[src/rtl/instruction_fetch.sv]
// Fetch stage: owns the PC, issues one instruction-memory read at a time,
// and hands each fetched word to decode over a valid/ready handshake.
module instruction_fetch #(
  parameter logic [31:0] RESET_PC = 32'h0000_0000
) (
  input  logic        clk,
  input  logic        reset,
  output logic        imem_req,
  output logic [31:0] imem_addr,
  input  logic        imem_rvalid,
  input  logic [31:0] imem_rdata,
  output logic        if_valid,
  output logic [31:0] if_instr,
  output logic [31:0] if_pc,
  input  logic        id_ready,
  input  logic        branch_taken,
  input  logic [31:0] branch_target,
  output logic [31:0] fetch_count
);

  typedef enum logic [1:0] {
    S_REQ,
    S_WAIT,
    S_HOLD,
    S_DRAIN
  } state_t;

  state_t      r_state;
  logic [31:0] r_pc;
  logic        r_if_valid;
  logic [31:0] r_if_instr;
  logic [31:0] r_if_pc;
  logic [31:0] r_fetch_count;

  logic [31:0] w_target;
  logic        w_unused;

  assign w_target = {branch_target[31:2], 2'b00};
  assign w_unused = ^branch_target[1:0];

  assign imem_req    = (r_state == S_REQ) && !reset;
  assign imem_addr   = r_pc;
  assign if_valid    = r_if_valid;
  assign if_instr    = r_if_instr;
  assign if_pc       = r_if_pc;
  assign fetch_count = r_fetch_count;

  always_ff @(posedge clk) begin
    if (reset) begin
      r_state       <= S_REQ;
      r_pc          <= RESET_PC;
      r_if_valid    <= 1'b0;
      r_if_instr    <= 32'h0000_0013;
      r_if_pc       <= 32'h0;
      r_fetch_count <= 32'h0;
    end else if (branch_taken) begin
      // Redirect wins; any request still outstanding must be drained.
      r_pc       <= w_target;
      r_if_valid <= 1'b0;
      unique case (r_state)
        S_REQ:   r_state <= S_DRAIN;
        S_WAIT:  r_state <= imem_rvalid ? S_REQ : S_DRAIN;
        S_HOLD:  r_state <= S_REQ;
        S_DRAIN: r_state <= imem_rvalid ? S_REQ : S_DRAIN;
        default: r_state <= S_REQ;
      endcase
    end else begin
      unique case (r_state)
        S_REQ: r_state <= S_WAIT;
        S_WAIT: begin
          if (imem_rvalid) begin
            r_if_instr <= imem_rdata;
            r_if_pc    <= r_pc;
            r_if_valid <= 1'b1;
            r_pc       <= r_pc + 32'd4;
            r_state    <= S_HOLD;
          end
        end
        S_HOLD: begin
          if (id_ready) begin
            r_if_valid    <= 1'b0;
            r_fetch_count <= r_fetch_count + 32'd1;
            r_state       <= S_REQ;
          end
        end
        S_DRAIN: begin
          if (imem_rvalid) r_state <= S_REQ;
        end
        default: r_state <= S_REQ;
      endcase
    end
  end

endmodule

[config.mk]
export PLATFORM = sky130hd
export DESIGN_NAME = instruction_fetch
export DESIGN_NICKNAME = d
export VERILOG_FILES = /design/src/rtl/instruction_fetch.sv
export SDC_FILE = /design/constraint.sdc
export NUM_CORES = 1
export LEC_CHECK = 0
export ABC_AREA = 1
export BUFFER_PORTS_ARGS = -buffer_cell sky130_fd_sc_hd__buf_4
export CAP_MARGIN = 0
export CORE_MARGIN = 2
export CORE_UTILIZATION = 45
export DETAILED_ROUTE_END_ITERATION = 7
export PLACE_DENSITY = 0.75
export SYNTH_ARGS = -nofsm -noshare
export SYNTH_HDL_FRONTEND = slang
export SYNTH_SLANG_ARGS = --single-unit
[constraint.sdc]
create_clock -name clk -period 1.5 [get_ports clk]
set_input_delay 0.15 -clock clk [delete_from_list [all_inputs] [get_ports clk]]
set_output_delay 0.15 -clock clk [all_outputs]
set_load 0.1 [all_outputs]
==> summary.md <==
| Metric | Value |
|---|---|
| CORE AREA | 13,300 sq um |
| DRT antenna net count | 0 |
| First-pass iteration count of the detailed router | 8 |
| Internal | 6.48 mW |
| Post-place instance area | 8320 sq um |
| Initial core utilization | 46.1% |
| Sequential power share | 37.3% |
| Switching Power | 3.21 mW |
| Reg-to-reg endpoint | imem_addr[24]$_SDFFE_PP0P_ |
| Antenna fix cells | 0 |
| CP required | 1.82 ns |
| Dpl cells | 1,294 |
| Number of global-route vias before repair | 6,489 |
| Io pins | 199 |
| Placer Congestion | 0.942 |
| Area contributors post-synth | dfxtp_1, nand2_1, nor2_1 |
| Final Util | 71.9% |
| Iter 0 DRT Violations | 479 |
| Clock power share | 39.2% |
| PortBufs | 192 |
| Setup crit start kind | flip-flop |
| Yosys reg bits | 127 |
| Final wirelength | 20,100 um |
| CTS tree | done |
| Wire length of the first global-routing pass | 30,900 um |
| Syn Area/Cell | 6.66 sq um |
| Initial antenna violation count | 0 |
| Status | finished, final reports clean |
| Largest net degree at the start of global routing | 43 |
| CP Capture Type | flip-flop |
| H-tree lvl count | 4 |
| Final setup viols | 0 |
| Vias | 7,059 |
| CTS buffer count | 17 |
| Die W | 121 um |
| Worst hold stages | 3 |
| Final TNS setup | 0 ns |
| Max-slew violations | 0 |
| RSZ-0062 raised after global routing | true |
| Most common cell in the netlist | nand2_1 |
| DPL Wire Length | 13,400 um |
| Max_cap viols | 0 |
| Hold Fails Final Rpt | 0 |
| Total die area | 14,600 sq um |
| CP Capture Point | imem_addr[24]$_SDFFE_PP0P_ |
| CTS clock-pin slew for the worst setup and hold paths | 0.06 ns |
| # clock sinks | 127 |
| Post-synthesis sequential area ratio | 41.5% |
| Final cell count without fillers | 1,378 |
| Area of the multi-input gates | 3370 sq um |
| Cell taking the most area after synthesis | dfxtp_1 |
| Proportion of layout cells with a drive suffix above 1 | 34.6% |
| Slew @ Worst Pin | 0.502 ns |
| Worst r2r path cells | 10 |
| Grt ovf | 0 |
| R2R setup slack | 0.0004 ns |
| Clock Latency Late Sink | 0.42 ns |
| DRC | 0 |
| Syn Inst Count | 920 |
| Hold/Removal Path Class | in2reg |
| EDFF count, synth | 0 |
| Final Instance Area | 9560 sq um |
| Rel. slew slack | 66.5% |
| Mean routed wirelength per cell | 14.6 um |
| Die Span Y | 121 um |
| Achievable Freq | 667 MHz |
| LEAKAGE | 4.09 nW |
| Clock Path Buffers | 2 |
| Yosys cell types | 41 |
| Peak VDD IR | 0.787 mV |
| Post-synth top area share | 41.5% |
| Critical-path maximum fanout | 4 |
| Root Buffer Master | clkbuf_16 |
| Async set-or-reset flop fraction in the synthesized netlist | 0% |
| Row count | 42 |
| Area grow syn2layout | 55.9% |
| Comb pwr share | 23.5% |
| Sequential cell area | 2760 sq um |
| Worst path arrival time | 1.82 ns |
| Synth cell count leaders | nand2_1, nor2_1, dfxtp_1 |
| RR Startpoint | imem_addr[3]$_SDFFE_PP0P_ |
| Clk_skew | 0.00828 ns |
| Critical path type | reg2reg |
| Final net count | 1,261 |
| Total track usage | 26.8% |
| Filler cell count | 1,093 |
| YS warnings | 0 |
| Commonest register cell after synthesis | dfxtp_1 |
| Net Sw Frac | 33.1% |
| Worst Setup SP | imem_addr[3]$_SDFFE_PP0P_ |
| Power per standard cell area | 1010 nW/um^2 |
| Tcrit/Tclk final | 100% |
| Cell Area, Synth | 6130 sq um |
| Vias/cell | 5.12 |
| Final hold slack | 0.0144 ns |
| Period minus WS final | 1.50 ns |
how the worst min path moves through the flow:
| stage | start | to | slack, ns |
|---|---|---|---|
| finish | branch_target[8] | imem_addr[8]$_SDFFE_PP0P_ | 0.01 |
| global route | imem_rdata[19] | if_instr[19]$_SDFFE_PP0P_ | 0.004 |
| CTS | branch_target[8] | imem_addr[8]$_SDFFE_PP0P_ | 0.004 |
| detailed placement | imem_rdata[1] | if_instr[1]$_SDFFE_PP1P_ | 0.36 |
| global placement | imem_rdata[1] | if_instr[1]$_SDFFE_PP1P_ | 0.35 |
| floorplan | imem_rdata[0] | if_instr[0]$_SDFFE_PP1P_ | 0.26 |
placed cells by master (no fill, tap or decap), types with 13 or more instances in the layout:
master	instances
a21oi_1	51
buf_4	239
clkbuf_16	20
dfxtp_1	65
dfxtp_4	54
dlygate4sd3_1	34
inv_1	64
nand2_1	199
nand3_1	48
nand4_1	13
nor2_1	177
nor2_2	15
nor2_4	19
nor3_1	21
o21ai_0	63
area by class of cell:
class | count | share of cell area, %
tap | 176 | 2.30
inverter | 73 | 2.91
clock buffer | 26 | 5.44
timing repair buffer | 288 | 25.0
clock inverter | 5 | 0.275
sequential | 127 | 28.8
multi-input combinational | 683 | 35.2
logic make-up after synthesis:
family / synth area share (%)
xor gates and xnor gates: 0.857
adders and majority gates: 0.408
other: 0.0612
DFF: 41.5
AOI/OAI and AO/OA: 12.5
and+or+nand+nor: 36.5
buffers and inverters: 8.18
through the flow:
stage	setup WS, ns	power [mW]
6_report	0.000403	9.69
5_1_grt	-0.118	10.0
4_1_cts	0.00852	9.69
3_5_place_dp	0.0123	5.82
3_3_place_gp	0.0398	5.80
2_1_floorplan	-0.226	5.23
worst max-delay path, cell delays in order, from the launching register on:
cell	delay, ns
dfxtp_4	0.37
ha_4	0.16
nand2_4	0.06
nor2_4	0.12
nand3b_1	0.18
nor2_2	0.20
nand2_1	0.07
nand3_1	0.07
nand3b_1	0.07
nand2_1	0.06
inv_1	0.03
layer usage:
layer / GRT usage, % / wire, um / vias to the layer above
met5: 0 / 0 / -
met4: 9.45 / 352 / 0
met3: 6.51 / 1480 / 33
met2: 45.3 / 9740 / 335
met1: 33.1 / 8530 / 3168
li1: - / - / 3523
what timing repair did:
action,CTS,global route
buffers inserted,0,15
hold endpoints to repair,34,0
pin swaps,4,18
gates cloned,0,4
resized for setup,4,44
endpoints found under the setup margin,4,45
hold buffers,34,0
registers in the layout (all words and copies together), names as in the netlist:
register / flops
if_pc: 30
imem_addr: 30
r_state: 2
if_valid: 1
fetch_count: 32
if_instr: 32
power by group through the flow:
stage / Sequential [mW] / Clock, mW / Combinational (mW)
4_1_cts: 3.61 / 3.85 / 2.22
2_1_floorplan: 4.69 / 0 / 0.546
5_1_grt: 3.64 / 4.02 / 2.39
6_report: 3.62 / 3.80 / 2.28
3_5_place_dp: 3.68 / 0 / 2.14
3_3_place_gp: 3.68 / 0 / 2.13
Note: power is estimated with default switching activity, not from simulation.
